**src/rtl/uart_rx.sv**
```systemverilog
// uart_rx: 8N1 UART receiver, 16x oversampled from baudClock, one-byte holding buffer,
// framing/overrun status on a simple memory bus. Define UART_RX_MAJORITY_EN for 2-of-3 sampling.
module uart_rx (
  input  logic        clk,
  input  logic        reset,
  input  logic        enable,
  input  logic        mem_valid,
  output logic        mem_ready,
  input  logic        mem_instr,
  input  logic [3:0]  mem_wstrb,
  input  logic [31:0] mem_wdata,
  input  logic [31:0] mem_addr,
  output logic [31:0] mem_rdata,
  input  logic        baudClock,
  input  logic        serialIn,
  output logic        irq
);
  typedef enum logic [1:0] {IDLE, START, DATA, STOP} state_t;

  state_t      state_reg;
  logic [1:0]  rx_sync_reg;
  logic [1:0]  baud_sync_reg;
  logic        baud_prev_reg;
  logic [3:0]  tick_count_reg;
  logic [2:0]  bit_index_reg;
  logic [7:0]  shifter_reg;
  logic [7:0]  buffer_reg;
  logic        data_valid_reg;
  logic        overrun_reg;
  logic        framing_error_reg;
  logic        rdy_reg;

  logic tick, rx, sample_now, sample_bit;
  logic acc, sel_status, data_read, status_w1c, buffer_free;
  logic unused_bits;

  assign tick = baud_sync_reg[1] & ~baud_prev_reg;
  assign rx   = rx_sync_reg[1];

`ifdef UART_RX_MAJORITY_EN
  localparam logic [3:0] SAMPLE_POS = 4'd9;
  logic [1:0] early_reg;

  // Samples at positions 7 and 8; the third vote is the live value at position 9.
  always_ff @(posedge clk) begin
    if (reset) begin
      early_reg <= 2'b00;
    end else if (tick && state_reg != IDLE) begin
      if (tick_count_reg == 4'd7) early_reg[0] <= rx;
      if (tick_count_reg == 4'd8) early_reg[1] <= rx;
    end
  end
  assign sample_bit = (early_reg[0] & early_reg[1]) | (early_reg[0] & rx) | (early_reg[1] & rx);
`else
  localparam logic [3:0] SAMPLE_POS = 4'd8;
  assign sample_bit = rx;
`endif

  assign sample_now  = tick && (tick_count_reg == SAMPLE_POS);
  assign acc         = mem_valid & enable & ~rdy_reg;
  assign sel_status  = mem_addr[2];
  assign data_read   = acc & ~sel_status & (mem_wstrb == 4'b0000);
  assign status_w1c  = acc & sel_status & mem_wstrb[0];
  // A DATA read landing with the stop sample frees the buffer for the incoming byte.
  assign buffer_free = ~data_valid_reg | data_read;

  always_ff @(posedge clk) begin
    if (reset) begin
      state_reg         <= IDLE;
      rx_sync_reg       <= 2'b11;
      baud_sync_reg     <= 2'b00;
      baud_prev_reg     <= 1'b0;
      tick_count_reg    <= 4'd0;
      bit_index_reg     <= 3'd0;
      shifter_reg       <= 8'd0;
      buffer_reg        <= 8'd0;
      data_valid_reg    <= 1'b0;
      overrun_reg       <= 1'b0;
      framing_error_reg <= 1'b0;
      rdy_reg           <= 1'b0;
    end else begin
      rx_sync_reg   <= {rx_sync_reg[0], serialIn};
      baud_sync_reg <= {baud_sync_reg[0], baudClock};
      baud_prev_reg <= baud_sync_reg[1];
      rdy_reg       <= mem_valid & enable;

      if (data_read) data_valid_reg <= 1'b0;
      if (status_w1c) begin
        if (mem_wdata[1]) overrun_reg <= 1'b0;
        if (mem_wdata[2]) framing_error_reg <= 1'b0;
      end

      // Receiver updates come last so a load or error set overrides a same-cycle clear.
      if (tick) begin
        if (state_reg != IDLE) tick_count_reg <= tick_count_reg + 4'd1;
        case (state_reg)
          IDLE: begin
            if (!rx) begin
              state_reg      <= START;
              tick_count_reg <= 4'd0;
            end
          end
          START: begin
            if (sample_now && sample_bit) begin
              state_reg <= IDLE;
            end else if (tick_count_reg == 4'd15) begin
              state_reg     <= DATA;
              bit_index_reg <= 3'd0;
            end
          end
          DATA: begin
            if (sample_now) shifter_reg <= {sample_bit, shifter_reg[7:1]};
            if (tick_count_reg == 4'd15) begin
              bit_index_reg <= bit_index_reg + 3'd1;
              if (bit_index_reg == 3'd7) state_reg <= STOP;
            end
          end
          STOP: begin
            if (sample_now) begin
              state_reg <= IDLE;
              if (!sample_bit) begin
                framing_error_reg <= 1'b1;
              end else if (buffer_free) begin
                buffer_reg     <= shifter_reg;
                data_valid_reg <= 1'b1;
              end else begin
                overrun_reg <= 1'b1;
              end
            end
          end
          default: state_reg <= IDLE;
        endcase
      end
    end
  end

  assign mem_ready = enable & rdy_reg;
  assign mem_rdata = !enable   ? 32'd0 :
                     sel_status ? {29'd0, framing_error_reg, overrun_reg, data_valid_reg} :
                                  {24'd0, buffer_reg};
  assign irq = data_valid_reg;

  assign unused_bits = ^{mem_instr, mem_addr[31:3], mem_addr[1:0], mem_wdata[31:3], mem_wdata[0]};
endmodule

```
**config.mk**
```make
export PLATFORM = sky130hd
export DESIGN_NAME = uart_rx
export DESIGN_NICKNAME = d
export VERILOG_FILES = /design/src/rtl/uart_rx.sv
export SDC_FILE = /design/constraint.sdc
export NUM_CORES = 1
export LEC_CHECK = 0
export BUFFER_PORTS_ARGS = -buffer_cell sky130_fd_sc_hd__buf_2
export CAP_MARGIN = 20
export CORE_MARGIN = 5
export CORE_UTILIZATION = 44
export DETAILED_ROUTE_END_ITERATION = 12
export PLACE_DENSITY = 0.81
export SLEW_MARGIN = 30
export SYNTH_ARGS = -nofsm -noshare
export SYNTH_HDL_FRONTEND = slang
export SYNTH_SLANG_ARGS = --single-unit
```
**constraint.sdc**
```tcl
create_clock -name clk -period 5 [get_ports clk]
set_input_delay 0.5 -clock clk [delete_from_list [all_inputs] [get_ports clk]]
set_output_delay 0.5 -clock clk [all_outputs]
set_load 0.02 [all_outputs]
```
==> results.py <==
metrics = {
    "sta": {
        "relSlewSlack_pct": 46.6,
        "worst_slew_pin_slew_ns": 0.796,
        "finalCriticalPeriod_ns": 2.28,
        "fmaxAchievable_mhz": 438,
        "hold_violations": 0,
        "skew_ns": 0.00444,
        "drv_slew": 0,
        "tns_ns": 0,
        "finalSetupViolations": 0,
        "period_share_pct": 45.6,
        "worst_slack_ns": 2.72,
        "rsz0062_at_grt": "no",
    },
    "logic_synthesis": {
        "syn_inst": 195,
        "ys_seq_area_share_pct": 38.5,
        "synth.avg_cell_area_um2": 9.07,
        "yosysWarnings": 0,
        "synth-seq-cells": 34,
        "synthDistinctLibCells": 39,
        "synth_edf_count": 0,
        "synthFlopType": "dfxtp_1",
        "syn_area_um2": 1770,
        "async_flop_share_pct": 0,
    },
    "critical_path": {
        "slowest_stage": "nor3b_2",
        "critPathKind": "input port to register",
        "cp_max_fo": 8,
        "critPathRequiredTime_ns": 5.21,
        "cp_cell_sequence": "buf_2 -> or4_1 -> o41a_1 -> nor3b_2 -> mux2i_1",
        "startpoint_type": "input port",
        "endpoint_kind": "register",
        "arrival_ns": 2.49,
        "critPathMaxStageDelay_ns": 0.66,
    },
    "clock_tree": {
        "cts_made_buffers": 5,
        "clockRootBuffer": "clkbuf_8",
        "clkLatencyLatePin_ns": 0.28,
        "cts.repair_timing.setup_buffer_count": 0,
        "cts_hold_buf": 0,
        "cts_tree": "done",
        "cts_resized": 0,
        "h-tree-depth": 2,
        "clock_path_buffers": 2,
        "clk_pin_slew_ns": 0.06,
        "clock_sinks": 34,
    },
    "run": {
        "maxCapViolations": 0,
    },
    "drt": {
        "dr.pass1.iters": 4,
        "route.detailed.drc": 0,
        "viasPerCell": 4.76,
        "vias": 1251,
        "detail_route.wl_per_cell_um": 10.9,
        "drt-initial-drc-count": 38,
        "ant_nets": 0,
        "routed_wl_mm": 2.87,
    },
    "pwr": {
        "ir_worst_vdd_uv": 131,
        "cellPowerDensity_nw_per_um2": 269,
        "p_leak_nw": 0.749,
    },
    "floorplan": {
        "ioPinCount": 109,
        "die_h_um": 73.4,
        "core_area_um2": 3940,
        "fp-row-count": 23,
        "dieArea_um2": 5390,
        "die_w_um": 73.4,
        "start_util_pct": 44.8,
    },
    "cells_and_area": {
        "design_area_um2": 1880,
        "seq_area_um2": 681,
        "n_antenna_cell": 0,
        "drive_gt1_share_pct": 16.4,
        "multi_input_area_um2": 922,
        "finalNetCount": 293,
        "nFillCells": 384,
        "syn_to_final_growth_pct": 6.37,
        "fin_util_pct": 47.7,
    },
    "grt": {
        "grt_usage_pct": 11.0,
        "grt_pass1_wl_mm": 4.60,
        "grt_start_max_net_pins": 42,
        "overflow": 0,
        "antenna_found_initial": 0,
        "grt_pass1_vias": 1098,
    },
    "place": {
        "finalWeightedCongestion": 0.784,
        "dp_slack_ns": 2.38,
        "dp_hpwl_mm": 2.11,
        "io_buffers": 22,
        "place_area_um2": 1800,
    },
    "worst_hold_path": {
        "hp-class": "input port to register",
    },
    "run_status": {
        "status": "finished, final reports clean",
    },
}
[cells in the mapped netlist (2+ instances only)]
master    instances  area share [%]
clkbuf_1          7             1.5
or4_1             2            0.85
dfxtp_1          34              38
nor2_1           16             3.4
ha_1              4             2.8
a21oi_1           8             2.3
buf_6             2             1.3
nor3_1            2            0.57
mux2i_1          19              11
nand2b_1         19             6.7
buf_4            24              10
nand2_1           8             1.7
and2_1            6             2.1
nand3_1           3            0.85
a211oi_1          2            0.85
or2_2             2            0.71
a22o_1            2            0.99
inv_1             6             1.3
o41ai_1           2            0.99
a21o_1            2            0.85
nor2b_1           7             2.5
[layout by cell type (no fill, tap or decap), types with 2 or more instances in the layout]
cell type and count:
or4_1 2, o41ai_1 2, or2_2 2, nand2b_1 19, a21oi_1 8, conb_1 24, nor2b_1 7, inv_1 6
nor3_1 2, mux2i_1 19, nand3_1 3, nand2_1 8, a22o_1 2, clkbuf_8 6, buf_2 22, a211oi_1 2
nor2_1 16, dfxtp_1 34, ha_1 4, a21o_1 2, and2_1 6
[final timing paths]
check                                     from              to  slack [ns]  cells after the start
worst max register to register         rdy_reg   buffer_reg[5]        2.78                      4
worst min register to register  rx_sync_reg[0]  rx_sync_reg[1]        0.41                      1
worst max-delay path               mem_addr[2]   buffer_reg[5]        2.72                      5
worst min-delay path                  serialIn  rx_sync_reg[0]        0.41                      2
[critical path: cells and delay by family]
kind	cells	cell delay, ns
muxes	1	0.26
AOI/OAI and AO/OA	1	0.37
buffers and inverters	1	0.14
and+or+nand+nor	2	1.20
[layer usage]
metal | global-route usage [%] | vias up | wire length [um]
met3 | 3.69 | 6 | 271
met4 | 6.04 | 0 | 65
met2 | 17.7 | 37 | 1300
met5 | 0 | - | 0
li1 | - | 643 | -
met1 | 12.8 | 565 | 1240
[layout make-up]
class / count / area share, %
clock buffer: 6 / 4.39
inverter: 6 / 1.20
multi-input combinational: 145 / 49.0
sequential: 34 / 36.2
tap: 50 / 3.33
timing repair buffer: 22 / 5.85
[kinds of logic (layout without fill, tap and decap cells)]
family | after synthesis | count (layout) | synth area share [%]
other | 1 | 24 | 0.212
buffers and inverters | 39 | 34 | 14.2
XOR/XNOR | 1 | 1 | 0.495
AND/OR/NAND/NOR | 73 | 73 | 23.2
AO/OA/AOI/OAI | 23 | 23 | 9.13
flip-flops | 34 | 34 | 38.5
multiplexers | 20 | 20 | 11.4
adder cells (fa/ha/maj) | 4 | 4 | 2.83
[report_power, final]
group / switching, mW / leakage [nW] / total (mW) / internal [mW]
Clock: 0.0846 / 0.0431 / 0.190 / 0.106
Combinational: 0.0285 / 0.431 / 0.0387 / 0.0101
Sequential: 0.00292 / 0.275 / 0.277 / 0.274
Total: 0.116 / 0.749 / 0.506 / 0.390
[through the flow]
| step | hold slack (ns) | power, mW | cells |
|---|---|---|---|
| finish | 0.407 | 0.506 | 263 |
| global route | 0.399 | 0.532 | 263 |
| CTS | 0.396 | 0.514 | 263 |
| detailed placement | 0.396 | 0.321 | 257 |
| global placement | 0.396 | 0.320 | 257 |
| floorplan | 0.389 | 0.328 | 218 |
(Power assumes the default switching activity.)
